**src/rtl/bt_seq_pkg.sv**
```systemverilog
// Shared types for the Bluetooth command sequencer: FSM states and the
// {start,len} command descriptor handed to the UART sender.
package bt_seq_pkg;

    localparam int CMD_AW_DEF = 5;
    localparam int LEN_W_DEF  = 4;

    typedef enum logic [2:0] {
        PWRUP,
        PROMPT,
        INIT_SEND,
        INIT_WAIT,
        IDLE,
        CMD_WAIT
    } state_t;

    // Sized for the default ROM geometry; the top casts to its own port widths.
    typedef struct packed {
        logic [CMD_AW_DEF-1:0] start;
        logic [LEN_W_DEF-1:0]  len;
    } cmd_t;

endpackage

```
**src/rtl/bt_req_arb.sv**
```systemverilog
// Per-button pending latches with a round-robin grant. A new request in the
// same cycle as the grant ack of that button keeps the latch set.
module bt_req_arb #(
    parameter int NUM_BTN = 2,
    parameter int IW      = (NUM_BTN > 1) ? $clog2(NUM_BTN) : 1
) (
    input  logic               clk,
    input  logic               rst,
    input  logic [NUM_BTN-1:0] i_req,
    input  logic               i_ack,
    output logic [IW-1:0]      o_gnt_idx,
    output logic               o_gnt_vld
);

    logic [NUM_BTN-1:0] r_pend;
    logic [IW-1:0]      r_rr;
    logic [NUM_BTN-1:0] w_clr;

    // Walk from the highest offset down so the closest pending button to r_rr wins.
    always_comb begin
        o_gnt_vld = 1'b0;
        o_gnt_idx = '0;
        for (int k = NUM_BTN - 1; k >= 0; k--) begin
            if (r_pend[(int'(r_rr) + k) % NUM_BTN]) begin
                o_gnt_vld = 1'b1;
                o_gnt_idx = IW'((int'(r_rr) + k) % NUM_BTN);
            end
        end
    end

    assign w_clr = (i_ack && o_gnt_vld) ? (NUM_BTN'(1) << o_gnt_idx) : '0;

    always_ff @(posedge clk or posedge rst) begin
        if (rst) begin
            r_pend <= '0;
            r_rr   <= '0;
        end else begin
            r_pend <= (r_pend & ~w_clr) | i_req;
            if (i_ack && o_gnt_vld)
                r_rr <= (int'(o_gnt_idx) == NUM_BTN - 1) ? '0 : o_gnt_idx + 1'b1;
        end
    end

endmodule

```
**src/rtl/bt_cmd_sequencer.sv**
```systemverilog
// BT module front end: power-up hold, prompt wait, init command replay, then
// single-outstanding button commands with timeout, bounded retry and error pulse.
module bt_cmd_sequencer
    import bt_seq_pkg::*;
#(
    parameter int NUM_BTN     = 2,
    parameter int CMD_AW      = CMD_AW_DEF,
    parameter int LEN_W       = LEN_W_DEF,
    parameter int PWRUP_CYC   = 131072,
    parameter int TIMEOUT_CYC = 1000000,
    parameter int MAX_RETRY   = 2,
    parameter int INIT_CNT    = 2,
    parameter logic [INIT_CNT*CMD_AW-1:0] INIT_START = {5'd6, 5'd0},
    parameter logic [INIT_CNT*LEN_W-1:0]  INIT_LEN   = {4'd10, 4'd6},
    parameter int BTN_BASE    = 16,
    parameter int BTN_LEN     = 4
) (
    input  logic               clk,
    input  logic               rst,
    input  logic [NUM_BTN-1:0] btn_rel,
    input  logic               resp_rcvd,
    output logic               cmd_n,
    output logic               send,
    output logic [CMD_AW-1:0]  cmd_start,
    output logic [LEN_W-1:0]   cmd_len,
    output logic               ready,
    output logic               busy,
    output logic               err
);

    localparam int IW  = (NUM_BTN > 1) ? $clog2(NUM_BTN) : 1;
    localparam int PW  = $clog2(PWRUP_CYC + 1);
    localparam int TW  = $clog2(TIMEOUT_CYC + 1);
    localparam int RW  = $clog2(MAX_RETRY + 2);
    localparam int IXW = (INIT_CNT > 1) ? $clog2(INIT_CNT) : 1;

    state_t         r_state;
    logic [PW-1:0]  r_pwr_cnt;
    logic [TW-1:0]  r_tmo_cnt;
    logic [RW-1:0]  r_retry;
    logic [IXW-1:0] r_idx;
    cmd_t           r_cmd;
    logic           r_cmd_n, r_send, r_ready, r_busy, r_err;

    logic [IW-1:0]  w_gnt_idx;
    logic           w_gnt_vld;
    logic           w_ack;
    logic           w_tmo;
    logic           w_can_retry;
    cmd_t           w_init_cmd;
    cmd_t           w_btn_cmd;

    assign w_ack       = (r_state == IDLE) && w_gnt_vld;
    assign w_tmo       = (r_tmo_cnt == TW'(TIMEOUT_CYC - 1));
    assign w_can_retry = (r_retry < RW'(MAX_RETRY));

    always_comb begin
        w_init_cmd.start = CMD_AW_DEF'(INIT_START[int'(r_idx)*CMD_AW +: CMD_AW]);
        w_init_cmd.len   = LEN_W_DEF'(INIT_LEN[int'(r_idx)*LEN_W +: LEN_W]);
        w_btn_cmd.start  = CMD_AW_DEF'(BTN_BASE + int'(w_gnt_idx) * BTN_LEN);
        w_btn_cmd.len    = LEN_W_DEF'(BTN_LEN);
    end

    bt_req_arb #(
        .NUM_BTN (NUM_BTN),
        .IW      (IW)
    ) u_arb (
        .clk       (clk),
        .rst       (rst),
        .i_req     (btn_rel),
        .i_ack     (w_ack),
        .o_gnt_idx (w_gnt_idx),
        .o_gnt_vld (w_gnt_vld)
    );

    always_ff @(posedge clk or posedge rst) begin
        if (rst) begin
            r_state   <= PWRUP;
            r_pwr_cnt <= '0;
            r_tmo_cnt <= '0;
            r_retry   <= '0;
            r_idx     <= '0;
            r_cmd     <= '0;
            r_cmd_n   <= 1'b1;
            r_send    <= 1'b0;
            r_ready   <= 1'b0;
            r_busy    <= 1'b0;
            r_err     <= 1'b0;
        end else begin
            r_send <= 1'b0;
            r_err  <= 1'b0;
            case (r_state)
                PWRUP: begin
                    if (r_pwr_cnt == PW'(PWRUP_CYC - 1)) begin
                        r_cmd_n   <= 1'b0;
                        r_tmo_cnt <= '0;
                        r_state   <= PROMPT;
                    end else begin
                        r_pwr_cnt <= r_pwr_cnt + 1'b1;
                    end
                end
                PROMPT: begin
                    if (resp_rcvd) begin
                        r_idx   <= '0;
                        r_state <= INIT_SEND;
                    end else if (w_tmo) begin
                        r_err     <= 1'b1;
                        r_cmd_n   <= 1'b1;
                        r_pwr_cnt <= '0;
                        r_state   <= PWRUP;
                    end else begin
                        r_tmo_cnt <= r_tmo_cnt + 1'b1;
                    end
                end
                INIT_SEND: begin
                    r_send    <= 1'b1;
                    r_cmd     <= w_init_cmd;
                    r_busy    <= 1'b1;
                    r_retry   <= '0;
                    r_tmo_cnt <= '0;
                    r_state   <= INIT_WAIT;
                end
                INIT_WAIT: begin
                    if (resp_rcvd) begin
                        r_busy <= 1'b0;
                        if (int'(r_idx) == INIT_CNT - 1) begin
                            r_ready <= 1'b1;
                            r_state <= IDLE;
                        end else begin
                            r_idx   <= r_idx + 1'b1;
                            r_state <= INIT_SEND;
                        end
                    end else if (w_tmo) begin
                        if (w_can_retry) begin
                            // Resend straight from here; r_cmd still holds the entry.
                            r_retry   <= r_retry + 1'b1;
                            r_send    <= 1'b1;
                            r_tmo_cnt <= '0;
                        end else begin
                            r_err     <= 1'b1;
                            r_busy    <= 1'b0;
                            r_cmd_n   <= 1'b1;
                            r_pwr_cnt <= '0;
                            r_state   <= PWRUP;
                        end
                    end else begin
                        r_tmo_cnt <= r_tmo_cnt + 1'b1;
                    end
                end
                IDLE: begin
                    if (w_gnt_vld) begin
                        r_send    <= 1'b1;
                        r_cmd     <= w_btn_cmd;
                        r_ready   <= 1'b0;
                        r_busy    <= 1'b1;
                        r_retry   <= '0;
                        r_tmo_cnt <= '0;
                        r_state   <= CMD_WAIT;
                    end
                end
                CMD_WAIT: begin
                    if (resp_rcvd) begin
                        r_busy  <= 1'b0;
                        r_ready <= 1'b1;
                        r_state <= IDLE;
                    end else if (w_tmo) begin
                        if (w_can_retry) begin
                            r_retry   <= r_retry + 1'b1;
                            r_send    <= 1'b1;
                            r_tmo_cnt <= '0;
                        end else begin
                            r_err   <= 1'b1;
                            r_busy  <= 1'b0;
                            r_ready <= 1'b1;
                            r_state <= IDLE;
                        end
                    end else begin
                        r_tmo_cnt <= r_tmo_cnt + 1'b1;
                    end
                end
                default: r_state <= PWRUP;
            endcase
        end
    end

    assign cmd_n     = r_cmd_n;
    assign send      = r_send;
    assign cmd_start = CMD_AW'(r_cmd.start);
    assign cmd_len   = LEN_W'(r_cmd.len);
    assign ready     = r_ready;
    assign busy      = r_busy;
    assign err       = r_err;

endmodule

```
**config.mk**
```make
export PLATFORM = sky130hd
export DESIGN_NAME = bt_cmd_sequencer
export DESIGN_NICKNAME = d
export VERILOG_FILES = /design/src/rtl/bt_seq_pkg.sv /design/src/rtl/bt_req_arb.sv /design/src/rtl/bt_cmd_sequencer.sv
export SDC_FILE = /design/constraint.sdc
export NUM_CORES = 1
export LEC_CHECK = 0
export CORE_MARGIN = 3
export CORE_UTILIZATION = 57
export DETAILED_ROUTE_END_ITERATION = 6
export GPL_TIMING_DRIVEN = 0
export PLACE_DENSITY_LB_ADDON = 0.25
export SYNTH_ARGS = -nofsm -noshare
export SYNTH_HDL_FRONTEND = slang
export SYNTH_HIERARCHICAL = 1
export SYNTH_SLANG_ARGS = --single-unit
```
**constraint.sdc**
```tcl
create_clock -name clk -period 2.9 [get_ports clk]
set_input_delay 0.58 -clock clk [delete_from_list [all_inputs] [get_ports clk]]
set_output_delay 0.58 -clock clk [all_outputs]
set_load 0.05 [all_outputs]
```
## Word level (Yosys, flattened, before mapping)

Index checks and enable logic that the tools add are counted.

| word-level totals | value |
|---|---|
| bits in registers | 61 |
| input port bits | 5 |
| output and inout bits | 14 |

| operators by class | value |
|---|---|
| add/sub/neg operators | 7 |
| multiply operators | 1 |
| $lt $le $gt $ge | 3 |
| equality and inequality tests | 30 |
| shifts and indexed selects | 3 |
| muxes and demuxes | 77 |
| bitwise operators | 4 |
| reductions and logical operators | 19 |

Operator list:

| cell | number |
|---|---|
| two-way mux 20 bit | 7 |
| two-way mux 18 bit | 6 |
| case mux 20 bit (5 select lines) | 1 |
| case mux 18 bit (3 select lines) | 1 |
| two-way mux 1 bit | 36 |
| two-way mux 3 bit | 11 |
| AND reduction 7 bit | 4 |
| != test 2 bit (second input constant) | 12 |
| adder 20 x 1 -> 20 bit (second input constant) | 1 |
| == test 20 bit (second input constant) | 1 |
| adder 18 x 1 -> 18 bit (second input constant) | 1 |
| == test 18 x 17 -> 1 bit (second input constant) | 1 |
| != test 3 bit (second input constant) | 6 |
| case mux 3 bit (6 select lines) | 1 |
| case mux 9 bit (2 select lines) | 1 |
| case mux 1 bit (3 select lines) | 4 |
| two-way mux 2 bit | 5 |
| variable part select 10 x 5 -> 5 bit (first input constant) | 1 |
| two-way mux 9 bit | 1 |
| nonzero test 3 bit | 3 |
| variable part select 8 x 4 -> 4 bit (first input constant) | 1 |
| == test 3 x 2 -> 1 bit (second input constant) | 2 |
| == test 3 bit (second input constant) | 2 |
| != test 2 x 1 -> 1 bit (second input constant) | 3 |
| 27 further kinds | 32 |

## Depth between registers and ports, before layout

| logic depth | value |
|---|---|
| word-level depth | 13 |
| gate-level depth with buffers | 8 |

## By module

Netlist, hierarchy kept.

By module, submodules not included:

| module | times used | cells an instance | area each (µm²) | sequential area each (µm²) |
|---|---|---|---|---|
| bt_cmd_sequencer | 1 | 341 | 2,974.1 | 1,352.5 |
| bt_req_arb | 1 | 14 | 138.9 | 75.1 |

## Worst setup path before layout

Ideal clock, no wire load.

| timing path | value |
|---|---|
| kind | register to register |
| start point | reg r_tmo_cnt[0] |
| end point | reg r_pwr_cnt[8] |
| setup time | 0.131 ns |
| arrival time | 1.931 ns |
| data required time | 2.769 ns |
| setup slack | 0.838 ns |
| cell stages (with the launch flop) | 9 |
| buffers on the path | 1 |
| clock period less this slack | 2.062 ns |
| cells stage by stage | dfrtp_1 -> ha_1 -> nand3_1 -> or4b_4 -> nor2_4 -> a31oi_4 -> buf_6 -> o21ai_1 -> o41ai_1 |

| between the ends | value |
|---|---|
| word-level cells in the longest chain between the ends | 3 |
| elaborated cells between the ends (all ways) | 4 |

Ends and longest elaborated chain:

| element | RTL line | text |
|---|---|---|
| start: declaration | bt_cmd_sequencer.sv:39 | `logic [TW-1:0] r_tmo_cnt;` |
| start signal: assignment | bt_cmd_sequencer.sv:112 | `r_tmo_cnt <= r_tmo_cnt + 1'b1;` |
| start signal: assignment | bt_cmd_sequencer.sv:147 | `r_tmo_cnt <= r_tmo_cnt + 1'b1;` |
| start signal: assignment | bt_cmd_sequencer.sv:178 | `r_tmo_cnt <= r_tmo_cnt + 1'b1;` |
| == test 20 bit (*) | bt_cmd_sequencer.sv:54 | `assign w_tmo = (r_tmo_cnt == TW'(TIMEOUT_CYC - 1));` |
| != test 2 bit (no line) | n/a |  |
| AND reduction 7 bit (no line) (*) | n/a |  |
| end signal: assignment | bt_cmd_sequencer.sv:99 | `r_pwr_cnt <= r_pwr_cnt + 1'b1;` |
| end: declaration | bt_cmd_sequencer.sv:38 | `logic [PW-1:0] r_pwr_cnt;` |

Mark *: on every way between the ends. The rest lies on a longest branch, timed or not.
A chain may end at the register's enable or synchronous reset.

## Worst setup path in the final report

| timing path | value |
|---|---|
| start point | reg r_tmo_cnt[0] |
| end point | reg r_tmo_cnt[15] |

| between the ends | value |
|---|---|
| word-level cells in the longest chain between the ends | 4 |
| elaborated cells between the ends (all ways) | 10 |

Ends and longest elaborated chain:

| element | RTL line | text |
|---|---|---|
| adder 20 x 1 -> 20 bit or == test 20 bit (tied branches) | n/a |  |
| two-way mux 20 bit, on equally long branches | bt_cmd_sequencer.sv:133, bt_cmd_sequencer.sv:106 |  |
| two-way mux 20 bit, on equally long branches | bt_cmd_sequencer.sv:162, bt_cmd_sequencer.sv:103 |  |
| case mux 20 bit (5 select lines) | bt_cmd_sequencer.sv:92 | `case (r_state)` |

Parallel ways exist; a longest one is shown, timed or not. The select of a mux whose other input is x is not followed.

==> results.py <==
metrics = {
    "clock_tree": {
        "cts_buffers": 9,
        "cts_tree": "done",
        "postCtsHoldBufs": 0,
        "cts_max_level": 3,
        "path_clk_slew_ns": 0.07,
        "cts_buffer_depth": 2,
        "post_cts_resize_count": 0,
        "clockRootBuffer": "clkbuf_8",
        "clock_latency_ns": 0.34,
        "cts_setup_buffers": 0,
        "cts.sink_count": 57,
    },
    "routing": {
        "drt.antenna.violating_nets": 0,
        "via_per_inst": 6.08,
        "routed_wl_mm": 7.22,
        "drt_first_iter_violations": 205,
        "first_pass_iters": 5,
        "vias": 2783,
        "drc": 0,
        "wl_per_cell_um": 15.8,
    },
    "worst_setup_path": {
        "start_kind": "register",
        "crit_chain": "ha_1 -> nand3_1 -> or4b_4 -> a21oi_1 -> nor2_1 -> clkbuf_1 -> nand2_1 -> a31oi_1",
        "worst-setup-path-type": "register to register",
        "r2r-start": "r_tmo_cnt[0]",
        "arrival_ns": 2.68,
        "worstSetupStartpoint": "r_tmo_cnt[0]",
        "worstSetupEndpointType": "register",
        "cpMaxStageDelayCell": "or4b_4",
        "required_ns": 3.11,
        "ff2ff_setup_slack_ns": 0.43,
        "slowest_delay_ns": 0.61,
        "crit_path_max_fanout": 10,
    },
    "synthesis": {
        "yosysMostFrequentCell": "dfrtp_1",
        "ys_ff_latch": 57,
        "synth.distinct_cells": 58,
        "avgSynthCellArea_sq_um": 8.77,
        "ys_seq_area_share_pct": 45.9,
        "synthArstFlopShare_pct": 100,
        "synth_ff_type": "dfrtp_1",
        "synth_edf_count": 0,
        "synthTopCellsByCount": "dfrtp_1, nor2_1, nand2_1",
        "ys_warn_count": 6,
        "yosys.area.top_type": "dfrtp_1",
        "syn-instance-count": 355,
        "syn_area_sq_mm": 0.00311,
        "yosysTopAreaCellShare_pct": 45.0,
        "synthTopCellsByArea": "dfrtp_1, o21ai_0, nor2_1",
    },
    "final_layout": {
        "stdcell_count": 458,
        "antenna_cells": 0,
        "nets": 390,
        "syn_to_final_growth_pct": 14.9,
        "drive_above_1_share_pct": 11.3,
    },
    "sta": {
        "rsz0062_at_grt": "false",
        "finalWorstSetupSlack_ns": 0.427,
        "final.min_clock_period_ns": 2.47,
        "setup_violations": 0,
        "drv_slew": 0,
        "max_freq_mhz": 404,
        "period_share_pct": 85.3,
        "hold_viol_final": 0,
        "max_slew_margin_pct": 39.1,
        "final.setup_skew_ns": 0.00676,
        "timing.hold.ws_ns": 0.452,
        "max_slew.worst_pin.slew_ns": 0.907,
    },
    "global_route": {
        "grt_pass1_wl_mm": 12.4,
        "grt_max_degree": 34,
        "antenna_found_initial": 0,
        "track_usage_pct": 24.5,
        "grt_pass1_vias": 2729,
        "overflow": 0,
    },
    "place": {
        "dp.cells": 442,
        "place_ws_ns": 0.447,
        "portBuffers": 14,
        "gp_congestion": 0.833,
        "hpwl_mm": 4.94,
    },
    "power": {
        "peakVddDrop_mv": 0.290,
        "p_per_area_mw_per_mm2": 453,
        "power_leakage_nw": 1.41,
    },
    "floorplan": {
        "core.rowCount": 26,
        "dieArea_sq_mm": 0.00638,
        "boundaryPins": 19,
        "fp.coreArea_sq_mm": 0.00520,
        "initial_core_util_pct": 59.8,
        "die_h_um": 79.9,
        "die_w_um": 79.9,
    },
    "outcome": {
        "status": "finished, final reports clean",
    },
    "flow_run": {
        "maxCapViolCount": 0,
    },
    "hold_path": {
        "hp-class": "primary input to asynchronous set/reset pin",
    },
}
## critical path: cells and delay by family (launching register included)
family | cells | cell delay (ns)
AOI/OAI and AO/OA | 2 | 0.41
adders and majority gates | 1 | 0.23
buffers and inverters | 1 | 0.26
DFF | 1 | 0.40
and+or+nand+nor | 4 | 1.04
## final timing paths
| check | to | cells past startpoint |
|---|---|---|
| setup reg to reg | r_tmo_cnt[15] | 8 |
| min in group clk | r_pwr_cnt[7] | 1 |
| max in group asynchronous | r_pwr_cnt[3] | 3 |
| hold / removal | u_arb/r_pend[1] | 2 |
| hold reg to reg | r_pwr_cnt[7] | 1 |
| setup / recovery | r_tmo_cnt[15] | 8 |
## where the power goes
group / total [mW] / leakage [nW] / switching, mW / internal, mW
clock: 0.785 / 0.107 / 0.318 / 0.467
sequential: 0.795 / 0.721 / 0.0000000000000000689 / 0.795
combinational: 0.0385 / 0.582 / 0.0283 / 0.0102
## through the flow
step / power, mW / utilization, % / area, sq um / setup TNS [ns]
CTS: 1.62 / 68.7 / 3580 / 0
global placement: 0.845 / 64.3 / 3350 / -3.17
detailed placement: 0.849 / 64.7 / 3370 / 0
global route: 1.66 / 68.7 / 3580 / 0
floorplan: 0.836 / - / 3120 / 0
finish: 1.62 / 68.7 / 3580 / 0
## cell type report
type	instances	area, sq um
clock inverters	2	35.0
well taps	70	87.6
inverters	12	47.5
multi-input cells	271	1550
clock buffers	14	173
plain buffers	17	97.6
repair buffers	15	160
flip-flops and latches	57	1430
fillers	415	1630
## sequential cells by signal, indices dropped and copies added (netlist names)
| register | count |
|---|---|
| busy | 1 |
| u_arb/r_rr | 1 |
| r_tmo_cnt | 20 |
| ready | 1 |
| r_retry | 2 |
| err | 1 |
| r_state | 3 |
| r_idx | 1 |
| u_arb/r_pend | 2 |
| cmd_len | 2 |
| r_pwr_cnt | 18 |
| cmd_start | 3 |
| send | 1 |
| cmd_n | 1 |
## cell usage in the layout (no fill, tap or decap), types with 10 or more instances in the layout
master	n
nand2_1	38
o21ai_0	31
clkbuf_8	12
dfrtp_1	56
a31oi_1	23
a21oi_1	20
nand3_1	18
clkdlybuf4s50_1	14
nor2_1	40
inv_1	10
## cells by family after synthesis
group	Yosys count	share of synthesized area [%]
buffers and inverters	29	4.66
DFF	57	45.9
and+or+nand+nor	156	26.4
AOI/OAI and AO/OA	106	20.9
other	1	0.120
xor gates and xnor gates	2	0.563
adders and majority gates	3	1.13
muxes	1	0.322
## per-layer routing
| metal | vias up | part of all wire, % | GRT usage (%) |
|---|---|---|---|
| li1 | 1339 | - | - |
| met1 | 1346 | 45 | 32.4 |
| met2 | 87 | 48 | 39.0 |
| met3 | 11 | 5.1 | 4.29 |
| met4 | 0 | 1.8 | 11.7 |
| met5 | - | 0 | 0 |
(Power assumes the default switching activity.)
